**config.mk**
```make
export PLATFORM = sky130hd
export DESIGN_NAME = decode_pipe_reg_1_flat
export DESIGN_NICKNAME = d
export VERILOG_FILES = /design/src/rtl/decode_pipe_reg_1_if.sv /design/src/rtl/decode_pipe_reg_1.sv /design/src/flat_wrapper.sv
export SDC_FILE = /design/constraint.sdc
export NUM_CORES = 1
export LEC_CHECK = 0
export CAP_MARGIN = 5
export CELL_PAD_IN_SITES_DETAIL_PLACEMENT = 1
export CELL_PAD_IN_SITES_GLOBAL_PLACEMENT = 1
export CORE_MARGIN = 3
export CORE_UTILIZATION = 41
export CTS_CLUSTER_DIAMETER = 80
export DETAILED_ROUTE_END_ITERATION = 6
export HOLD_SLACK_MARGIN = 0.03
export PLACE_DENSITY = 0.79
export SLEW_MARGIN = 5
export SYNTH_ARGS = -nofsm -noshare
export SYNTH_HDL_FRONTEND = slang
export SYNTH_SLANG_ARGS = --single-unit
export TNS_END_PERCENT = 5
```
**constraint.sdc**
```tcl
create_clock -name clk -period 2 [get_ports clk]
set_clock_uncertainty 0.05 [all_clocks]
set_input_delay 0.2 -clock clk [delete_from_list [all_inputs] [get_ports clk]]
set_output_delay 0.2 -clock clk [all_outputs]
set_load 0.01 [all_outputs]
```
**src/rtl/decode_pipe_reg_1_if.sv**
```systemverilog
// ----------------------------------------------------------------------------
// decode_pipe_reg_1_if
// Ready/valid bundle carrying one packed decoded-instruction payload.
//   valid   : producer has a payload this cycle
//   ready   : consumer can take the payload this cycle
//   payload : packed decode bundle (PW bits)
// Modports:
//   master : producer side (drives valid/payload, observes ready)
//   slave  : consumer side (observes valid/payload, drives ready)
// ----------------------------------------------------------------------------
interface decode_pipe_reg_1_if #(
    parameter int PW = 179
);
    logic          valid;
    logic          ready;
    logic [PW-1:0] payload;

    modport master (
        output valid,
        output payload,
        input  ready
    );

    modport slave (
        input  valid,
        input  payload,
        output ready
    );
endinterface

```
**src/rtl/decode_pipe_reg_1.sv**
```systemverilog
// ----------------------------------------------------------------------------
// decode_pipe_reg_1
// Two-entry elastic buffer between decode stage 1 and decode stage 2 /
// operand fetch. Registers the full decoded-instruction payload and breaks
// the combinational ready path: s1.ready depends only on the held count.
//
// Ports:
//   clk    : clock, all state updates on rising edge
//   reset  : asynchronous active-low reset
//   flush  : drop all held entries and the instruction offered this cycle
//   s1     : upstream bundle (slave)  - valid/payload in, ready out
//   s2     : downstream bundle (master) - valid/payload out, ready in
//   count  : number of held entries, 0..2
//
// Payload packing, MSB first:
//   size[3], set_d_flag, clear_d_flag, op0[3], op1[3], op0_reg[3], op1_reg[3],
//   modrm[8], sib[8], imm[48], disp[32], alu_op[4], flag_0[3], flag_1[3],
//   stack_op[2], seg_override[3], seg_override_valid, movs, pc[IADDRW],
//   branch_taken, opcode[16]
// The buffer never looks inside the payload; it is carried bit-exact.
// ----------------------------------------------------------------------------
module decode_pipe_reg_1 #(
    parameter int IADDRW = 32
) (
    input  logic                       clk,
    input  logic                       reset,
    input  logic                       flush,
    decode_pipe_reg_1_if.slave         s1,
    decode_pipe_reg_1_if.master        s2,
    output logic [1:0]                 count
);

    // Payload width follows from the packing order and tracks IADDRW only.
    localparam int PW = 147 + IADDRW;

    logic [PW-1:0] entry_q [2];
    logic [PW-1:0] entry_d [2];
    logic          rd_ptr_q, rd_ptr_d;
    logic          wr_ptr_q, wr_ptr_d;
    logic [1:0]    count_q,  count_d;

    logic          push;
    logic          pop;
    logic          s1_ready;
    logic          s2_valid;

    // Handshake outputs come straight from the count register, so there is
    // no path from s2.ready to s1.ready.
    assign s1_ready   = (count_q != 2'd2);
    assign s2_valid   = (count_q != 2'd0);
    assign s1.ready   = s1_ready;
    assign s2.valid   = s2_valid;
    assign s2.payload = entry_q[rd_ptr_q];
    assign count      = count_q;

    always_comb begin
        push       = s1.valid & s1_ready & ~flush;
        pop        = s2_valid & s2.ready & ~flush;

        entry_d[0] = entry_q[0];
        entry_d[1] = entry_q[1];
        rd_ptr_d   = rd_ptr_q;
        wr_ptr_d   = wr_ptr_q;
        count_d    = count_q;

        if (flush) begin
            // Flush wins over any same-cycle push or pop; the offered
            // instruction is squashed and both pointers return home.
            rd_ptr_d = 1'b0;
            wr_ptr_d = 1'b0;
            count_d  = 2'd0;
        end else begin
            if (push) begin
                entry_d[wr_ptr_q] = s1.payload;
                wr_ptr_d          = ~wr_ptr_q;
            end
            if (pop) begin
                rd_ptr_d = ~rd_ptr_q;
            end
            count_d = count_q + {1'b0, push} - {1'b0, pop};
        end
    end

    always_ff @(posedge clk or negedge reset) begin
        if (!reset) begin
            // Entries are functionally don't-care after reset; clearing them
            // keeps X out of s2.payload in simulation.
            entry_q[0] <= '0;
            entry_q[1] <= '0;
            rd_ptr_q   <= 1'b0;
            wr_ptr_q   <= 1'b0;
            count_q    <= 2'd0;
        end else begin
            entry_q[0] <= entry_d[0];
            entry_q[1] <= entry_d[1];
            rd_ptr_q   <= rd_ptr_d;
            wr_ptr_q   <= wr_ptr_d;
            count_q    <= count_d;
        end
    end

endmodule
```
**src/flat_wrapper.sv**
```systemverilog
// flat-port wrapper written by rule: the top's interface ports become plain ports
module decode_pipe_reg_1_flat 
#(
    parameter int IADDRW = 32
)
  (clk, reset, flush, count, s1_valid, s1_payload, s1_ready, s2_valid, s2_payload, s2_ready);
  decode_pipe_reg_1_if s1_i ();
  decode_pipe_reg_1_if s2_i ();
  input  logic clk;
  input  logic reset;
  input  logic flush;
  output logic [1:0] count;
  input wire logic [$bits(s1_i.valid)-1:0] s1_valid;
  input wire logic [$bits(s1_i.payload)-1:0] s1_payload;
  output wire logic [$bits(s1_i.ready)-1:0] s1_ready;
  output wire logic [$bits(s2_i.valid)-1:0] s2_valid;
  output wire logic [$bits(s2_i.payload)-1:0] s2_payload;
  input wire logic [$bits(s2_i.ready)-1:0] s2_ready;
  assign s1_i.valid = s1_valid;
  assign s1_i.payload = s1_payload;
  assign s1_ready = s1_i.ready;
  assign s2_valid = s2_i.valid;
  assign s2_payload = s2_i.payload;
  assign s2_i.ready = s2_ready;
  decode_pipe_reg_1 #(.IADDRW(IADDRW)) u_core (.clk(clk), .reset(reset), .flush(flush), .s1(s1_i), .s2(s2_i), .count(count));
endmodule
```
==> metrics, run 1 <==
number of DRC markers in iteration 0 270; outcome finished with violations; Die Y-Extent 201 µm; Top Ports 367; Post-synth EDFFs 0; ys async rst share 1.00; CTS max path bufs 3; synth top area cells dfrtp_1, mux2_2, mux2_1; complex-gate fraction of the synthesized area 0.000962; PD cells 1310 mW/mm²; Initial Util 0.421; final setup margin -0.238 ns; Filler Cell Count 3,500; endpoints failing hold 0; Placer Congestion 0.764; failing checks setup timing; number of cells after detailed placement 1,854; total routed wirelength 43,700 µm; Max-Cap Viols 0; top cells by count, synth mux2_2, dfrtp_1, mux2_1; DRC errors left 0; Slew @ Worst Pin 0.535 ns; layout cell share with drive strength beyond 1 0.539; pin count of the biggest net entering global routing 62; multiplexer share of the synthesized area 0.387; area leader, netlist dfrtp_1; Post-Synth Simple-Gate Area 0.00553; Multi-input gate area 0.00622 mm²; Critical Path Source Type flip-flop; Register-to-Register Path Depth 6; via count 9,980; most instantiated library cell after synthesis mux2_2; XOR/XNOR Fraction of Synth Area 0.00112; TritonCTS Buffers 41; DP HPWL 29,700 µm; Hold WS 0.133 ns; synthesis-stage register bit count 362; Area Growth Syn to Fin 41.2%; post-synthesis average cell area 15.9 µm²; H-tree depth 2; Yosys cell types 20; adder-cell share of the synthesized area 0.00160; FMAX 447 MHz; Register Area 0.00906 mm²; worst hold path type input port to async pin; worst r2r dst u_core.entry_q[57]; Wirelength per Cell 22.2 µm; critical path arrival 1.99 ns; internal reg-to-reg setup slack 0.07 ns; vias per inst 5.07; Clock Pin Slew Worst Setup and Hold Paths 0.06 ns; row cnt 70; Root Driver clkbuf_16; crit path time final 2.24 ns; Cells after Synth 982; Initial DRT Pass Iterations 4; top-area cell type share of the netlist area 0.580; fin. max-slew vios 0; required time of the worst setup path 1.75 ns; Overflow after GRT 0; setup TNS -26.84 ns; overall power 28.9 mW; clock sink total 362; endpoints failing setup 177; CTS tree built; kind of critical path flip-flop to primary output; layout net count 1,619; Mapped Area 0.0156 mm²; worst skew pair latency 0.55 ns; synthesis warning total 0; Final period util 1.12; crit end category primary output; Seq/Total Area, Yosys 0.580; Max-slew headroom 0.643; vias in the first global route 11,477; initial antenna violation count 3; CP Max Fanout 9; RSZ-0062 raised after global routing true; Port-buffer cells 366; Die Area 0.0404 mm²; leakage 9.60 nW; reg2reg start u_core.count[0]; global-route wire length before repair 67,900 µm; Syn Nets 1,168; commonest register cell after synthesis dfrtp_1; Finished Layout Cells 1,970; largest family of logic cells by synthesized area multiplexers; Detail Route Antenna Nets 0; Peak VDD IR 0.695 mV; core area 0.0370 mm²; GRT Total Usage 0.213; Die Span X 201 µm
-- state kept, by name, indices dropped and copies added (netlist names) --
name             flops
u_core.entry_q     358
u_core.count         2
u_core.wr_ptr_q      1
u_core.rd_ptr_q      1
-- critical path: stages (launching register included) --
cell	delay [ns]
dfrtp_4	0.54
buf_12	0.18
buf_4	0.15
buf_16	0.14
mux2_2	0.28
buf_2	0.15
-- power breakdown --
group | internal [mW] | leakage (nW) | switching, mW
combinational | 5.83 | 4.58 | 3.89
sequential | 9.93 | 4.30 | 1.34
clock | 4.91 | 0.716 | 3.01
-- layer usage --
metal  share of wire  global-route usage
met5         0.00053                   0
met4           0.021              0.0647
met3           0.063              0.0563
met2            0.51               0.370
met1            0.41               0.261
-- cell type report --
cell class                      count  share of cell area
Antenna cell                        1            0.000114
Clock buffer                       58              0.0555
Clock inverter                     17             0.00982
Inverter                            4            0.000681
Multi-Input combinational cell    556               0.282
Sequential cell                   362               0.411
Tap cell                          504              0.0286
Timing Repair Buffer              468               0.212
-- worst max path at each step --
stage	start	endpoint	slack (ns)	cells after the start
6_report	u_core.rd_ptr_q	s2_payload[134]	-0.24	5
5_1_grt	u_core.rd_ptr_q	s2_payload[71]	-0.31	5
4_1_cts	u_core.rd_ptr_q	s2_payload[151]	-0.31	4
3_5_place_dp	s1_valid	u_core.entry_q[229]	-0.18	6
3_3_place_gp	s1_valid	u_core.entry_q[218]	-0.12	6
2_1_floorplan	u_core.count[0]	u_core.entry_q[148]	0.09	7
-- kinds of logic (layout without fill, tap and decap cells) --
kind of cell / after synthesis / count (layout)
AO/OA/AOI/OAI: 3 / 3
XOR/XNOR: 2 / 2
adder cells (fa/ha/maj): 2 / 2
buffers and inverters: 64 / 547
flip-flops: 362 / 362
multiplexers: 537 / 537
other: 0 / 1
AND/OR/NAND/NOR: 12 / 12
-- through the flow --
| step | area [µm²] | util | setup WS (ns) |
|---|---|---|---|
| after floorplan | 15600 | - | 0.0879 |
| after global placement | 20400 | 0.552 | -0.125 |
| after detailed placement | 20400 | 0.552 | -0.175 |
| after CTS | 21800 | 0.588 | -0.305 |
| after global routing | 22000 | 0.595 | -0.305 |
| final | 22000 | 0.595 | -0.238 |
-- layout by cell type (no fill, tap or decap), types with 9 or more instances in the layout --
cell type | synthesis | routed
buf_4 | 23 | 57
buf_2 | 26 | 75
clkbuf_8 | 0 | 9
dfrtp_1 | 362 | 360
buf_6 | 0 | 74
buf_12 | 0 | 34
clkinv_2 | 0 | 10
clkbuf_16 | 0 | 45
clkbuf_2 | 0 | 11
mux2_2 | 437 | 429
clkdlybuf4s50_1 | 0 | 184
clkdlybuf4s15_2 | 0 | 18
mux2_1 | 100 | 100
-- timing repair --
| action | CTS | global route |
|---|---|---|
| pin swaps | 0 | 0 |
| buffers inserted | 11 | 24 |
| gates resized for setup | 710 | 73 |
| hold buffers | 1 | 0 |
| endpoints found under the setup margin | 181 | 221 |
| endpoints found under the hold margin | 270 | 0 |
| gates cloned | 2 | 2 |
No activity file was read; power rests on OpenSTA's default activity.
==> run 2, diff against run 1 <==
Settings changed: REMOVE_ABC_BUFFERS set to 1, SLEW_MARGIN 5 to unset.
==> run 2 against run 1 <==
Highest routed layer unchanged; the flow still finishes with violations (setup timing); largest cell class unchanged; cell area fell by 2.1%; non-clock buffer count fell by 24; critical path depth fell by 1.
==> metrics, run 2 (synthesized netlist as in run 1, its figures left out) <==
TritonCTS Buffers 41 (unchanged); vias per inst 5.05 (-0.40%); Detail Route Antenna Nets 0 (unchanged); layout cell share with drive strength beyond 1 0.522 (-0.0166); endpoints failing setup 172 (-2.8%); cell family with most CP delay buffers and inverters; pin count of the biggest net entering global routing 69 (+11%); fin. max-slew vios 0 (unchanged); final setup margin -0.196 ns (+0.0423 ns); leakage 9.36 nW (-2.5%); row cnt 70 (unchanged); clock sink total 362 (unchanged); failing checks setup timing; worst skew pair latency 0.53 ns (-0.02 ns); DRC errors left 0 (unchanged); Overflow after GRT 0 (unchanged); Wirelength per Cell 22.5 µm (+1.2%); Critical Path Source Type flip-flop; Finished Layout Cells 1,948 (-1.1%); CP bufs+invs 3 (-1); FMAX 455 MHz (+1.9%); Top reg by flops u_core.entry_q; Peak VDD IR 0.764 mV (+10%); via count 9,829 (-1.5%); Die Span X 201 µm (unchanged); vias in the first global route 11,505 (+0.24%); worst hold path type input port to async pin; PD cells 1300 mW/mm² (-1.0%); Clock Pin Slew Worst Setup and Hold Paths 0.06 ns (about the same); Register-to-Register Path Depth 6 (unchanged); critical path arrival 1.95 ns (-0.04 ns); CTS tree built; cells along the critical path buf_12 -> buf_16 -> mux2_2 -> clkdlybuf4s15_2; met1 wire length 17,900 µm (+0.81%); initial antenna violation count 10 (+7); Max-slew headroom 0.730 (+0.0870); DR WL met2 22,400 µm (+0.34%); Root Driver clkbuf_16; Final period util 1.10 (-0.0212); required time of the worst setup path 1.75 ns (about the same); Port-buffer cells 366 (unchanged); Hold WS 0.0962 ns (-0.0371 ns); cell depth of the worst setup path 4 (-1); Die Y-Extent 201 µm (unchanged); global-route wire length before repair 68,300 µm (+0.59%); setup TNS -17.67 ns (+9.18 ns); total routed wirelength 43,800 µm (+0.11%); number of cells after detailed placement 1,856 (+0.11%); internal reg-to-reg setup slack 0.07 ns (about the same); H-tree depth 2 (unchanged); max FFs per register 358 (unchanged); outcome finished with violations; slowest stage delay, CP 0.45 ns (-0.09 ns); layout net count 1,595 (-1.5%); CTS max path bufs 3 (unchanged); most frequent cells in the layout mux2_2, dfrtp_1, clkdlybuf4s50_1, mux2_1, buf_2; core area 0.0370 mm² (unchanged); Initial Util 0.421 (unchanged); Max-Cap Viols 0 (unchanged); GRT Total Usage 0.215 (+0.00174); WL met3 2320 µm (-16%); overall power 28.0 mW (-3.1%); CP Max Fanout 21 (+12); top sig layer met5; DP HPWL 30,500 µm (+2.8%); crit path time final 2.20 ns (-0.0423 ns); Placer Congestion 0.767 (+0.45%); RSZ-0062 raised after global routing true; kind of critical path flip-flop to primary output; most common cell after layout, fill and taps aside mux2_2; endpoints failing hold 0 (unchanged); crit end category primary output; design area 0.0216 mm² (-2.1%); Initial DRT Pass Iterations 4 (unchanged); Area Growth Syn to Fin 38.3%; number of DRC markers in iteration 0 241 (-11%); Die Area 0.0404 mm² (unchanged); Crit-path slowest cell dfrtp_4; dpl cell area 0.0204 mm² (about the same); Slew @ Worst Pin 0.405 ns (-0.130 ns); Top Ports 367 (unchanged)
run 2: cell types whose count changed in the layout (fill, tap and decap cells not counted), sizes merged:
cell / delta
clkdlybuf4s15: -4
clkinv: -4
dlymetal6s2s: +1
bufinv: -2
buf: -31
inv: -1
clkbuf: +7
dlygate4sd2: +7
diode: +6
clkinvlp: -1
run 2: final timing paths:
check	start	end
worst max-delay path	u_core.rd_ptr_q	s2_payload[51]
worst min-delay path	reset	u_core.entry_q[132]
worst max register to register	u_core.count[0]	u_core.entry_q[120]
worst min register to register	u_core.entry_q[325]	u_core.entry_q[325]
max in group asynchronous	reset	u_core.entry_q[308]
min in group clk	s1_payload[146]	u_core.entry_q[325]
run 2: worst register-to-register path, stage by stage, from the launching register on:
cell,delay (ns)
dfrtp_2,0.44
and2b_4,0.30
inv_2,0.05
nand4b_1,0.18
buf_6,0.20
buf_12,0.21
mux2_2,0.39
run 2: metrics by stage:
step	worst slack (ns)	util
6_report	-0.196	0.582
5_1_grt	-0.250	0.582
4_1_cts	-0.491	0.582
3_5_place_dp	-0.172	0.552
3_3_place_gp	-0.109	0.552
2_1_floorplan	-5.74	-
run 2: power by group:
part / switching [mW] / leakage [nW] / total, mW / internal [mW]
registers: 1.35 / 4.30 / 11.3 / 9.93
logic: 3.81 / 4.40 / 9.30 / 5.49
clock network: 2.92 / 0.656 / 7.44 / 4.52
total: 8.09 / 9.36 / 28.0 / 19.9
run 2: final cells by class:
class	count	area (µm²)
Timing Repair Buffer	444	4320
Fill cell	3562	15500
Sequential cell	362	9060
Multi-Input combinational cell	556	6210
Clock buffer	62	1200
Inverter	4	15.0
Antenna cell	7	17.5
Clock inverter	9	120
Tap cell	504	631
run 2: timing repair:
item / CTS / global route
hold endpoints to repair: 326 / 0
hold buffers: 1 / 0
setup buffers: 3 / 9
endpoints found under the setup margin: 182 / 345
pin swaps: 0 / 0
cloned: 2 / 1
gates resized for setup: 656 / 78
run 2: metal layers:
| metal | vias up | GRT usage |
|---|---|---|
| li1 | 4381 | - |
| met1 | 5120 | 0.263 |
| met2 | 250 | 0.375 |
| met3 | 72 | 0.0481 |
| met4 | 6 | 0.0743 |
| met5 | - | 0 |
==> run 3, diff against run 2 <==
Settings changed: PLACE_DENSITY 0.79 to 0.82.
==> run 3 against run 2 <==
The flow still finishes with violations (setup timing); register-to-register slack worse by 0.03 ns; sequential share of layout area is 0.068 points lower; critical path depth is 2 higher; utilization is 0.078 points higher; critical path type unchanged; first-iteration DRC count is 24% higher; combinational power is 0.8% lower; count of clock-buffer cells in the layout is 4 higher.
==> metrics, run 3 (synthesized netlist as in run 1, its figures left out) <==
outcome finished with violations; failing checks setup timing; cell family with most CP delay buffers and inverters; Overflow after GRT 0 (unchanged); Filler Cell Count 3,513 (-1.4%); final setup margin -0.311 ns (-0.114 ns); Die Span X 201 µm (unchanged); DRC errors left 0 (unchanged); initial antenna violation count 3 (-7); CTS tree built; crit path time final 2.31 ns (+0.114 ns); fin. max-slew vios 0 (unchanged); leakage 9.50 nW (+1.6%); row cnt 70 (unchanged); Die Area 0.0404 mm² (unchanged); Clock Pin Slew Worst Setup and Hold Paths 0.06 ns (about the same); CTS max path bufs 3 (unchanged); endpoints failing setup 159 (-7.6%); Max-slew headroom 0.670 (-0.0606); Root Driver clkbuf_16; most frequent cells in the layout mux2_2, dfrtp_1, clkdlybuf4s50_1, mux2_1, buf_2; TritonCTS Buffers 41 (unchanged); setup TNS -25.40 ns (-7.73 ns); layout net count 1,614 (+1.2%); worst skew pair latency 0.55 ns (+0.02 ns); vias per inst 5.06 (+0.29%); Register Area 0.00906 mm² (about the same); layout cell share with drive strength beyond 1 0.517 (-0.00477); FMAX 433 MHz (-5.0%); RSZ-0062 raised after global routing true; Peak VDD IR 0.772 mV (+1.1%); via count 9,933 (+1.1%); kind of critical path flip-flop to primary output; vias in the first global route 11,460 (-0.39%); endpoints failing hold 0 (unchanged); Placer Congestion 0.768 (+0.10%); clock sink total 362 (unchanged); pin count of the biggest net entering global routing 66 (-4.3%); worst hold path type input port to async pin; Final period util 1.16 (+0.0572); design area 0.0216 mm² (+0.13%); CP Launch Point u_core.rd_ptr_q; critical path arrival 2.06 ns (+0.11 ns); GRT Total Usage 0.215 (+0.000474); crit end category primary output; Die Y-Extent 201 µm (unchanged); Multi-input gate area 0.00621 mm² (about the same); CP dominant cell by count buf_12; cells along the critical path buf_12 -> buf_12 -> buf_16 -> buf_4 -> mux2_2 -> buf_6; most common cell after layout, fill and taps aside mux2_2; PD cells 1290 mW/mm² (-0.47%); Wirelength per Cell 22.7 µm (+1.2%); H-tree depth 2 (unchanged); Top Ports 367 (unchanged); slowest stage delay, CP 0.52 ns (+0.07 ns); DP HPWL 30,300 µm (-0.77%); Slew @ Worst Pin 0.496 ns (+0.0908 ns); max FFs per register 358 (unchanged); Detail Route Antenna Nets 0 (unchanged); Initial Util 0.421 (unchanged); Crit-path slowest cell dfrtp_4; Port-buffer cells 366 (unchanged); global-route wire length before repair 68,400 µm (+0.14%); reg2reg start u_core.count[0]; number of DRC markers in iteration 0 299 (+24%); total routed wirelength 44,600 µm (+2.0%); core area 0.0370 mm² (unchanged); required time of the worst setup path 1.75 ns (about the same); dpl cell area 0.0205 mm² (+0.12%); Top reg by flops u_core.entry_q; CP bufs+invs 5 (+2); cell depth of the worst setup path 6 (+2); Max-Cap Viols 0 (unchanged); Register-to-Register Path Depth 6 (unchanged); Critical Path Source Type flip-flop; CP Max Fanout 8 (-62%); Area Growth Syn to Fin 38.4%; Initial DRT Pass Iterations 4 (unchanged)
-- run 3: final timing paths --
check | to | slack [ns]
max reg2reg | u_core.entry_q[16] | 0.04
min in group clk | u_core.entry_q[319] | 0.23
max | s2_payload[84] | -0.31
min | u_core.entry_q[47] | 0.09
min reg2reg | u_core.entry_q[341] | 0.43
max in group asynchronous | u_core.entry_q[255] | 1.03
-- run 3: final cells by class --
cell class                      instances  share of cell area
Clock inverter                          7             0.00295
Inverter                                4            0.000695
Antenna cell                            1            0.000116
Multi-Input combinational cell        556               0.287
Clock buffer                           66              0.0589
Tap cell                              504              0.0292
Timing Repair Buffer                  463               0.202
Sequential cell                       362               0.419
-- run 3: what timing repair did --
| item | 4_1_cts | 5_1_grt |
|---|---|---|
| pin swaps | 0 | 0 |
| setup endpoints to repair | 215 | 350 |
| hold endpoints to repair | 362 | 0 |
| hold buffers | 2 | 0 |
| cloned | 0 | 2 |
| buffers inserted | 4 | 15 |
| gates resized for setup | 450 | 187 |
-- run 3: where the power goes --
group / switching, mW / internal [mW]
sequential: 1.37 / 9.93
combinational: 3.84 / 5.38
clock: 2.94 / 4.47
total: 8.15 / 19.8
-- run 3: per-layer routing --
layer	up-vias	GRT usage	wire length (µm)
li1	4433	-	-
met1	5176	0.258	18000
met2	263	0.383	23100
met3	59	0.0646	2800
met4	2	0.0464	785
met5	-	0	13
-- run 3: per-stage QoR --
step / setup WS, ns / power, mW / util / hold WS (ns) / cells
final: -0.311 / 27.9 / 0.583 / 0.0908 / 1963
after global routing: -0.387 / 29.5 / 0.583 / 0.0788 / 1963
after CTS: -0.500 / 28.1 / 0.582 / 0.0570 / 1945
after detailed placement: -0.182 / 21.1 / 0.552 / 0.0409 / 1866
after global placement: -0.114 / 20.6 / 0.552 / 0.0428 / 1866
after floorplan: -5.74 / 16.2 / - / -0.146 / 922
